$ cat config.mk
export PLATFORM = sky130hd
export DESIGN_NAME = fpu_op_sequencer_flat
export DESIGN_NICKNAME = d
export VERILOG_FILES = /design/src/rtl/fpu_op_sequencer_pkg.sv /design/src/rtl/fpu_op_sequencer_if.sv /design/src/rtl/fpu_op_sequencer.sv /design/src/flat_wrapper.sv
export SDC_FILE = /design/constraint.sdc
export NUM_CORES = 1
export LEC_CHECK = 0
export CORE_AREA = 2 2 97 61
export DETAILED_ROUTE_END_ITERATION = 16
export DIE_AREA = 0 0 99 63
export MAX_ROUTING_LAYER = met4
export PLACE_DENSITY_LB_ADDON = 0.1
export SLEW_MARGIN = 10
export SYNTH_ARGS = -nofsm -noshare
export SYNTH_HDL_FRONTEND = slang
export SYNTH_SLANG_ARGS = --single-unit
$ cat constraint.sdc
create_clock -name clk -period 2.91 [get_ports clk]
set_clock_uncertainty 0.2 [all_clocks]
set_input_delay 0.291 -clock clk [delete_from_list [all_inputs] [get_ports clk]]
set_output_delay 0.291 -clock clk [all_outputs]
set_load 0.01 [all_outputs]
$ cat src/rtl/fpu_op_sequencer_pkg.sv
// Shared constants for the 8-bit FPU front end: opcodes, special values,
// exception codes and the issue-stage FSM encoding.
package fpu_op_sequencer_pkg;

    localparam logic [1:0] OP_ADD     = 2'b00;
    localparam logic [1:0] OP_SUB     = 2'b01;
    localparam logic [1:0] OP_MUL     = 2'b10;
    localparam logic [1:0] OP_ILLEGAL = 2'b11;

    // 1-4-3 format: exponent all ones with zero mantissa is infinity
    localparam logic [7:0] PLUS_INF  = 8'h78;
    localparam logic [7:0] MINUS_INF = 8'hF8;
    localparam logic [7:0] CANON_NAN = 8'h7C;

    localparam logic [1:0] EXCE_NONE      = 2'b00;
    localparam logic [1:0] EXCE_INVALID   = 2'b01;
    localparam logic [1:0] EXCE_OVERFLOW  = 2'b10;
    localparam logic [1:0] EXCE_UNDERFLOW = 2'b11;

    localparam logic [1:0] ST_IDLE  = 2'd0;
    localparam logic [1:0] ST_CHECK = 2'd1;
    localparam logic [1:0] ST_RUN   = 2'd2;
    localparam logic [1:0] ST_RESP  = 2'd3;

    typedef struct packed {
        logic [7:0] data;
        logic [1:0] exce;
        logic       timeout;
    } fpu_resp_t;

endpackage

$ cat src/rtl/fpu_op_sequencer_if.sv
// Bundle of request, checker/core and response signals around the issue stage.
// The slave modport is the sequencer's view; master is its environment.
interface fpu_op_sequencer_if;

    logic       req_valid;
    logic       req_ready;
    logic [1:0] req_op;
    logic [7:0] req_a;
    logic [7:0] req_b;

    logic [1:0] fp_operation;
    logic [7:0] op_a;
    logic [7:0] op_b;
    logic       op_is_exception;

    logic       core_start;
    logic       core_done;
    logic [7:0] core_result;
    logic [1:0] core_exce;

    logic       res_valid;
    logic       res_ready;
    logic [7:0] res_data;
    logic [1:0] fp_exce;
    logic       res_timeout;

    modport slave (
        input  req_valid, req_op, req_a, req_b,
        input  op_is_exception,
        input  core_done, core_result, core_exce,
        input  res_ready,
        output req_ready, fp_operation, op_a, op_b,
        output core_start,
        output res_valid, res_data, fp_exce, res_timeout
    );

    modport master (
        output req_valid, req_op, req_a, req_b,
        output op_is_exception,
        output core_done, core_result, core_exce,
        output res_ready,
        input  req_ready, fp_operation, op_a, op_b,
        input  core_start,
        input  res_valid, res_data, fp_exce, res_timeout
    );

endinterface

$ cat src/rtl/fpu_op_sequencer.sv
// FPU issue stage: latches one operation, bypasses the core with a NaN on a
// checker exception, otherwise runs the core under a timeout and returns a result.
module fpu_op_sequencer
    import fpu_op_sequencer_pkg::*;
#(
    parameter int unsigned TIMEOUT_CYCLES = 16,
    parameter int unsigned CNT_W          = 5
) (
    input logic               clk,
    input logic               rst,
    fpu_op_sequencer_if.slave bus
);

    localparam logic [CNT_W-1:0] CntLimit = CNT_W'(TIMEOUT_CYCLES - 1);

    logic [1:0]       state_q, state_d;
    logic [CNT_W-1:0] cnt_q, cnt_d;
    logic [1:0]       op_q;
    logic [7:0]       a_q, b_q;
    fpu_resp_t        resp_q, resp_d;
    logic             accept;
    logic             bypass;

    assign accept = (state_q == ST_IDLE) && bus.req_valid;
    assign bypass = bus.op_is_exception || (op_q == OP_ILLEGAL);

    always_comb begin
        state_d = state_q;
        cnt_d   = cnt_q;
        resp_d  = resp_q;
        case (state_q)
            ST_IDLE: begin
                if (accept) begin
                    state_d = ST_CHECK;
                end
            end
            ST_CHECK: begin
                if (bypass) begin
                    resp_d  = '{data: CANON_NAN, exce: EXCE_INVALID, timeout: 1'b0};
                    state_d = ST_RESP;
                end else begin
                    cnt_d   = '0;
                    state_d = ST_RUN;
                end
            end
            ST_RUN: begin
                // done takes priority over a timeout landing in the same cycle
                if (bus.core_done) begin
                    resp_d  = '{data: bus.core_result, exce: bus.core_exce, timeout: 1'b0};
                    state_d = ST_RESP;
                end else if (cnt_q == CntLimit) begin
                    resp_d  = '{data: CANON_NAN, exce: EXCE_INVALID, timeout: 1'b1};
                    state_d = ST_RESP;
                end else begin
                    cnt_d = cnt_q + 1'b1;
                end
            end
            ST_RESP: begin
                if (bus.res_ready) begin
                    state_d = ST_IDLE;
                end
            end
            default: state_d = ST_IDLE;
        endcase
    end

    always_ff @(posedge clk) begin
        if (rst) begin
            state_q <= ST_IDLE;
            cnt_q   <= '0;
            op_q    <= '0;
            a_q     <= '0;
            b_q     <= '0;
            resp_q  <= '0;
        end else begin
            state_q <= state_d;
            cnt_q   <= cnt_d;
            resp_q  <= resp_d;
            if (accept) begin
                op_q <= bus.req_op;
                a_q  <= bus.req_a;
                b_q  <= bus.req_b;
            end
        end
    end

    assign bus.req_ready    = (state_q == ST_IDLE);
    assign bus.fp_operation = op_q;
    assign bus.op_a         = a_q;
    assign bus.op_b         = b_q;
    assign bus.core_start   = (state_q == ST_CHECK) && !bypass;
    assign bus.res_valid    = (state_q == ST_RESP);
    assign bus.res_data     = resp_q.data;
    assign bus.fp_exce      = resp_q.exce;
    assign bus.res_timeout  = resp_q.timeout;

endmodule

$ cat src/flat_wrapper.sv
// flat-port wrapper written by rule: the top's interface ports become plain ports
module fpu_op_sequencer_flat import fpu_op_sequencer_pkg::*;
#(
    parameter int unsigned TIMEOUT_CYCLES = 16,
    parameter int unsigned CNT_W          = 5
)
  (clk, rst, bus_req_valid, bus_req_op, bus_req_a, bus_req_b, bus_op_is_exception, bus_core_done, bus_core_result, bus_core_exce, bus_res_ready, bus_req_ready, bus_fp_operation, bus_op_a, bus_op_b, bus_core_start, bus_res_valid, bus_res_data, bus_fp_exce, bus_res_timeout);
  fpu_op_sequencer_if bus_i ();
  input logic clk;
  input logic rst;
  input wire logic [$bits(bus_i.req_valid)-1:0] bus_req_valid;
  input wire logic [$bits(bus_i.req_op)-1:0] bus_req_op;
  input wire logic [$bits(bus_i.req_a)-1:0] bus_req_a;
  input wire logic [$bits(bus_i.req_b)-1:0] bus_req_b;
  input wire logic [$bits(bus_i.op_is_exception)-1:0] bus_op_is_exception;
  input wire logic [$bits(bus_i.core_done)-1:0] bus_core_done;
  input wire logic [$bits(bus_i.core_result)-1:0] bus_core_result;
  input wire logic [$bits(bus_i.core_exce)-1:0] bus_core_exce;
  input wire logic [$bits(bus_i.res_ready)-1:0] bus_res_ready;
  output wire logic [$bits(bus_i.req_ready)-1:0] bus_req_ready;
  output wire logic [$bits(bus_i.fp_operation)-1:0] bus_fp_operation;
  output wire logic [$bits(bus_i.op_a)-1:0] bus_op_a;
  output wire logic [$bits(bus_i.op_b)-1:0] bus_op_b;
  output wire logic [$bits(bus_i.core_start)-1:0] bus_core_start;
  output wire logic [$bits(bus_i.res_valid)-1:0] bus_res_valid;
  output wire logic [$bits(bus_i.res_data)-1:0] bus_res_data;
  output wire logic [$bits(bus_i.fp_exce)-1:0] bus_fp_exce;
  output wire logic [$bits(bus_i.res_timeout)-1:0] bus_res_timeout;
  assign bus_i.req_valid = bus_req_valid;
  assign bus_i.req_op = bus_req_op;
  assign bus_i.req_a = bus_req_a;
  assign bus_i.req_b = bus_req_b;
  assign bus_i.op_is_exception = bus_op_is_exception;
  assign bus_i.core_done = bus_core_done;
  assign bus_i.core_result = bus_core_result;
  assign bus_i.core_exce = bus_core_exce;
  assign bus_i.res_ready = bus_res_ready;
  assign bus_req_ready = bus_i.req_ready;
  assign bus_fp_operation = bus_i.fp_operation;
  assign bus_op_a = bus_i.op_a;
  assign bus_op_b = bus_i.op_b;
  assign bus_core_start = bus_i.core_start;
  assign bus_res_valid = bus_i.res_valid;
  assign bus_res_data = bus_i.res_data;
  assign bus_fp_exce = bus_i.fp_exce;
  assign bus_res_timeout = bus_i.res_timeout;
  fpu_op_sequencer #(.TIMEOUT_CYCLES(TIMEOUT_CYCLES), .CNT_W(CNT_W)) u_core (.clk(clk), .rst(rst), .bus(bus_i));
endmodule
==> results of run 1 <==
-- sequential cells by signal, indices dropped and copies added (netlist names) --
| signal | count |
|---|---|
| u_core.cnt_q | 5 |
| u_core.bus.res_timeout | 1 |
| u_core.bus.op_b | 8 |
| u_core.bus.fp_operation | 2 |
| u_core.state_q | 2 |
| u_core.bus.res_data | 8 |
| u_core.bus.op_a | 8 |
| u_core.bus.fp_exce | 2 |
-- cells by family (layout without fill, tap and decap cells) --
logic type	Yosys count	after routing	synth area share, %
and+or+nand+nor	78	78	23.2
DFF	36	36	46.0
buffers and inverters	15	84	4.07
muxes	7	7	4.47
adders and majority gates	7	7	5.59
AOI/OAI and AO/OA	38	38	16.6
-- Yosys cell counts, types with 2 or more instances --
cell / number
dfxtp_1: 36
mux2i_1: 7
clkbuf_1: 7
nor2_1: 21
and2_1: 3
a211oi_1: 3
a21oi_1: 21
nor2b_1: 2
nand2_1: 39
inv_1: 6
a211oi_2: 4
o21ai_0: 3
and3_2: 4
ha_1: 7
-- report_power, final --
group	total, mW	internal, mW	leakage [nW]	switching (mW)
registers	0.658	0.598	0.294	0.0603
clock network	0.360	0.193	0.0455	0.167
logic	0.886	0.441	0.566	0.444
-- per-stage QoR --
| stage | hold WS [ns] | utilization [%] | std cells |
|---|---|---|---|
| after detailed placement | 0.247 | 42.7 | 311 |
| after global placement | 0.243 | 42.7 | 311 |
| after global routing | 0.275 | 44.4 | 319 |
| after floorplan | 0.227 | - | 181 |
| final | 0.255 | 44.4 | 319 |
| after CTS | 0.257 | 44.4 | 319 |
-- layout make-up --
cell class                 count  share of cell area (%)
tap                           69                    3.61
sequential                    36                    30.2
inverter                       6                   0.942
multi-input combinational    130                    32.7
clock buffer                   8                    3.77
timing repair buffer          70                    28.8
-- final timing paths --
| check | to | startpoint |
|---|---|---|
| setup / recovery | u_core.bus.res_data[5] | u_core.state_q[0] |
| hold / removal | u_core.bus.op_b[2] | u_core.bus.op_b[2] |
| setup reg to reg | u_core.bus.res_data[5] | u_core.state_q[0] |
| hold reg to reg | u_core.bus.op_b[2] | u_core.bus.op_b[2] |
-- metal layers --
layer  up-vias  part of all wire, %
met1       624                   51
met3         2                  6.3
li1        739                    -
met4         0                 0.70
met2        34                   42
met5         -                    0
-- worst max-delay path, delay by kind of cell, from the launching register on --
family                   cells  cell delay, ns
AO/OA/AOI/OAI                2            0.78
adder cells (fa/ha/maj)      1            0.38
buffers and inverters        2            0.36
flip-flops                   1            0.36
AND/OR/NAND/NOR              2            0.30
==> metrics.md, run 1 <==
| Metric | Value |
|---|---|
| Max_slew headroom | between 50% and 60% |
| Final Cell Area | 0.00239 mm^2 |
| Initial Util | between 20 and 30% |
| Worst slew pin tran | 0.677 ns |
| P_leak | a little over 0.9 nW |
| Initial antenna violation count | 0 |
| Ant diodes | 0 |
| Total CTS buffers | 5 |
| Setup TNS | 0 ns |
| WL/cell | 12.2 um |
| GRT Util Overall | approximately an eighth |
| Post-synth EDFFs | 0 |
| Input/output buffers | 65 |
| Pre-CTS setup slack | between 0.4 and 0.5 ns |
| DRT Wirelength | just under 4000 um |
| Met1 GRT Util | 17.3% |
| Die W | roughly 100 um |
| Synth Cell Area | between 0.0015 and 0.002 mm^2 |
| Worst-path fanout max | 14 |
| CTS Sinks | 36 |
| Fin worst setup slack | approximately 0.45 ns |
| Post-CTS Resized | 0 |
| First-pass DRT Iterations | 4 |
| Worst-path cell chain | inv_1, ha_1, nor3b_4, a211oi_4, buf_4, nor2_1, a211oi_2 |
| Critical path endpoint category | flip-flop |
| Top cells by area, synth | dfxtp_1 (46%), nand2_1 (9.3%), a21oi_1 (6.7%) |
| Max stage delay cell, worst path | a211oi_4 |
| Grt total ovfl | 0 |
| GR Layer Usage met3 | 4.81% |
| Dpl cell area | 0.00230 mm^2 |
| GR peak layer | met2 |
| CP Data Required Time | a little under 3 ns |
| Met2 global-route usage | between 15 and 20% |
| Syn_nets | roughly 220 |
| Share of the synthesized area in the top cell type | ~46% |
| Vias in the first global route | about 1.3k |
| Fillers | 519 |
| Synth unique cells | 32 |
| FP Rows | 21 |
| Area of the multi-input gates | ~800 um^2 |
| Setup crit start kind | flip-flop |
| Flops & latches, synth | 36 |
| RSZ-0062 raised after global routing | no |
| Yosys warning count | 0 |
| Ys flop type | dfxtp_1 |
| Asr flop ratio synth | 0% |
| Commonest non-fill, non-tap cell in the layout | clkdlybuf4s50_1 |
| Postcts setup bufs | 0 |
| Seq/Total Area, Yosys | a little under half |
| CTS H-Tree Depth | 2 |
| # DRC | 0 |
| Hold path depth | 2 |
| Endpoints failing hold | 0 |
| FF-to-FF setup slack | roughly 0.45 ns |
| Critical path arrival | 2.46 ns |
| Period utilization | approximately 84% |
| Top Ports | 66 |
| Reg2Reg Depth | 7 |
| Crit Path Class | reg -> reg |
| Vias/cell | about 4.4 |
| Pin count of the biggest net entering global routing | 19 |
| Gpl congestion | 0.808 |
| Min-Delay Path Class | reg -> reg |
| Core area | around 0.0054 mm^2 |
| Maxcap violations | 0 |
| Worst skew pair latency | 0.28 ns |
| Synth area leader | dfxtp_1 |
| Gate Count Post-Synth | ~180 |
| Worst-path clk slew | about 0.07 ns |
| CTS root buf | clkbuf_8 |
| Via count | between 1k and 1.5k |
| CP peak stage delay | slightly above 0.6 ns |
| Die H | 63 um |
| Die ar. | slightly above 0.006 mm^2 |
| DP HPWL | 2870 um |
| First-pass GRT wire length | 6380 um |
| Pwr Density | around 800 mW/mm^2 |
| Endpoints failing setup | 0 |
| Tmin final | about 2.5 ns |
| Slew Viols, Final | 0 |
| Antenna viol nets, final | 0 |
| Status | complete, no violations |
| Area Overhead vs Synth | 52.6% |
| 1st-iter DRT viols | 38 |
| CTS Hold Buffers Added | 0 |
| Commonest cells after routing, fill and taps aside | clkdlybuf4s50_1 (65), nand2_1 (39), dfxtp_1 (36), a21oi_1 (21), nor2_1 (21) |
| Maximum vdd drop | ~0.25 mV |
| FF/Latch Area | 721 um^2 |
| TritonCTS clock tree | yes |
| Share of cells above drive strength 1 | just over 9% |
| Synthesized area per cell | roughly 8.7 um^2 |
| Final Power | roughly 1.9 mW |
| Final nets | just under 300 |
| Clk buf depth | 2 |
| Peak Freq | 407 MHz |
No activity file was read; power rests on OpenSTA's default activity.
==> run 2: changes to the inputs <==
==> constraint.sdc (replaced) <==
create_clock -name clk -period 2.4 [get_ports clk]
set_clock_uncertainty 0.2 [all_clocks]
set_input_delay 0.24 -clock clk [delete_from_list [all_inputs] [get_ports clk]]
set_output_delay 0.24 -clock clk [all_outputs]
set_load 0.01 [all_outputs]
==> run 2 against run 1 <==
- sequential cell count did not move
- via count fell by 1.1%
- sequential power rose by 21%
- critical path type unchanged
- critical endpoint is now u_core.cnt_q[2]
==> metrics.md, run 2 (same netlist as run 1, synthesis figures left out) <==
| Metric | Value |
|---|---|
| Vias in the first global route | 1335 (unchanged) |
| Min-Delay Path Class | reg -> reg (unchanged) |
| Ant diodes | 0 (unchanged) |
| Peak Freq | 448 MHz (was 407 MHz) |
| Max stage delay cell, worst path | or3b_1 (was a211oi_4) |
| FF-to-FF setup slack | 0.17 ns (was 0.45 ns) |
| Worst-path clk slew | 0.07 ns (about the same) |
| TritonCTS clock tree | yes (unchanged) |
| Reg2Reg Depth | 7 (unchanged) |
| Pwr Density | 973 mW/mm^2 (was 797 mW/mm^2) |
| Tmin final | 2.23 ns (was 2.46 ns) |
| Commonest cells after routing, fill and taps aside | clkdlybuf4s50_1 (65), nand2_1 (39), dfxtp_1 (36), a21oi_1 (21), nor2_1 (21) (unchanged) |
| 1st-iter DRT viols | 52 (was 38) |
| Maxcap violations | 0 (unchanged) |
| Endpoints failing hold | 0 (unchanged) |
| Clk buf depth | 2 (unchanged) |
| First-pass DRT Iterations | 4 (unchanged) |
| CTS H-Tree Depth | 2 (unchanged) |
| Core area | 0.00539 mm^2 (unchanged) |
| DRT Wirelength | 3860 um (was 3880 um) |
| Hold path depth | 2 (unchanged) |
| Worst hold slack | 0.254 ns (was 0.255 ns) |
| Vias/cell | 4.34 (was 4.39) |
| Slew Viols, Final | 0 (unchanged) |
| Dpl cell area | 0.00231 mm^2 (was 0.00230 mm^2) |
| Critical path arrival | 2.25 ns (was 2.46 ns) |
| Final nets | 291 (was 290) |
| Total CTS buffers | 5 (unchanged) |
| Hold Crit Endpoint | u_core.bus.op_a[1] (was u_core.bus.op_b[2]) |
| Fin worst setup slack | 0.169 ns (was 0.452 ns) |
| Setup crit start kind | flip-flop (unchanged) |
| Critical path endpoint category | flip-flop (unchanged) |
| Maximum vdd drop | 0.271 mV (was 0.247 mV) |
| RR Endpoint | u_core.cnt_q[2] (was u_core.bus.res_data[5]) |
| GRT Util Overall | 13.7% (was 13.2%) |
| Endpoints failing setup | 0 (unchanged) |
| Gpl congestion | 0.774 (was 0.808) |
| Placed cell count | 311 (unchanged) |
| Worst-path fanout max | 5 (was 14) |
| WL/cell | 12.1 um (was 12.2 um) |
| DP HPWL | 2720 um (was 2870 um) |
| Grt total ovfl | 0 (unchanged) |
| R2r startpoint | u_core.cnt_q[0] (was u_core.state_q[0]) |
| Die ar. | 0.00624 mm^2 (unchanged) |
| Final core utilization | 44.9% (was 44.4%) |
| Area Overhead vs Synth | 54.2% (was 52.6%) |
| RSZ-0062 raised after global routing | no (unchanged) |
| Die W | 99 um (unchanged) |
| CTS Hold Buffers Added | 0 (unchanged) |
| Initial Util | 29.1% (unchanged) |
| Crit Path Class | reg -> reg (unchanged) |
| # DRC | 0 (unchanged) |
| CP Data Required Time | 2.42 ns (was 2.91 ns) |
| Status | complete, no violations (unchanged) |
| Antenna viol nets, final | 0 (unchanged) |
| First-pass GRT wire length | 6560 um (was 6380 um) |
| Worst Hold Launch | u_core.bus.op_a[1] (was u_core.bus.op_b[2]) |
| Worst slew pin tran | 0.599 ns (was 0.677 ns) |
| Share of cells above drive strength 1 | 10.0% (was 9.20%) |
| Final Cell Area | 0.00242 mm^2 (was 0.00239 mm^2) |
| FP Rows | 21 (unchanged) |
| Post-CTS Resized | 0 (unchanged) |
| CP peak stage delay | 0.40 ns (was 0.61 ns) |
| Via count | 1383 (was 1399) |
| Top Ports | 66 (unchanged) |
| CP Buf/Inv Count | 0 (was 2) |
| Delay-heaviest family, CP | simple AND/OR/NAND/NOR gates (was compound AO/OA/AOI/OAI gates) |
| Pre-CTS setup slack | 0.149 ns (was 0.450 ns) |
| Setup TNS | 0 ns (unchanged) |
| Post-Layout Cell Count | 319 (unchanged) |
| Top cell by count, worst path | ha_1 |
| Worst-path cell chain | ha_1, and3_1, ha_1, nor3b_4, o211ai_1, or3b_1, a21oi_1 (was inv_1, ha_1, nor3b_4, a211oi_4, buf_4, nor2_1, a211oi_2) |
| Pin count of the biggest net entering global routing | 38 (was 19) |
| Period utilization | 92.9% (was 84.5%) |
| CTS root buf | clkbuf_8 (unchanged) |
| P_leak | 0.922 nW (was 0.906 nW) |
| Initial antenna violation count | 0 (unchanged) |
| Max_slew headroom | 60.0% (was 54.7%) |
| Postcts setup bufs | 0 (unchanged) |
| Worst skew pair latency | 0.29 ns (was 0.28 ns) |
| CTS Sinks | 36 (unchanged) |
| Commonest non-fill, non-tap cell in the layout | clkdlybuf4s50_1 (unchanged) |
| Final Power | 2.35 mW (was 1.90 mW) |
| Die H | 63 um (unchanged) |
| Input/output buffers | 65 (unchanged) |
-- run 2: worst reg2reg max path, stage by stage, from the launching register on --
cell and delay [ns]:
dfxtp_1 0.34, ha_1 0.22, and3_1 0.18, ha_1 0.20, nor3b_4 0.28, o211ai_1 0.20
or3b_1 0.40, a21oi_1 0.14
-- run 2: area by class of cell --
type / count / area [um^2]
Fill cell: 553 / 2970
Multi-Input combinational cell: 130 / 782
Sequential cell: 36 / 721
Timing Repair Buffer: 71 / 708
Clock buffer: 7 / 96.3
Tap cell: 69 / 86.3
Inverter: 6 / 22.5
-- run 2: report_power, final --
| part | leakage (nW) | total [mW] | switching (mW) | internal [mW] |
|---|---|---|---|---|
| logic | 0.577 | 1.09 | 0.540 | 0.551 |
| registers | 0.294 | 0.798 | 0.0735 | 0.725 |
| clock network | 0.0503 | 0.463 | 0.207 | 0.256 |
-- run 2: worst max-delay path by stage --
stage               startpoint  slack, ns              end  cells past startpoint
2_1_floorplan  u_core.cnt_q[0]       0.30  u_core.cnt_q[2]                      7
3_3_place_gp   u_core.cnt_q[0]       0.16  u_core.cnt_q[2]                      7
3_5_place_dp   u_core.cnt_q[0]       0.15  u_core.cnt_q[2]                      7
4_1_cts        u_core.cnt_q[0]       0.12  u_core.cnt_q[2]                      7
5_1_grt        u_core.cnt_q[0]       0.02  u_core.cnt_q[2]                      7
6_report       u_core.cnt_q[0]       0.17  u_core.cnt_q[2]                      7
-- run 2: layer usage --
metal	vias to the layer above	part of all wire [%]	GRT usage (%)
met5	-	0	-
met4	0	1.4	5.65
met3	4	6.7	5.15
met2	37	40	17.9
met1	601	52	18.8
li1	741	-	-
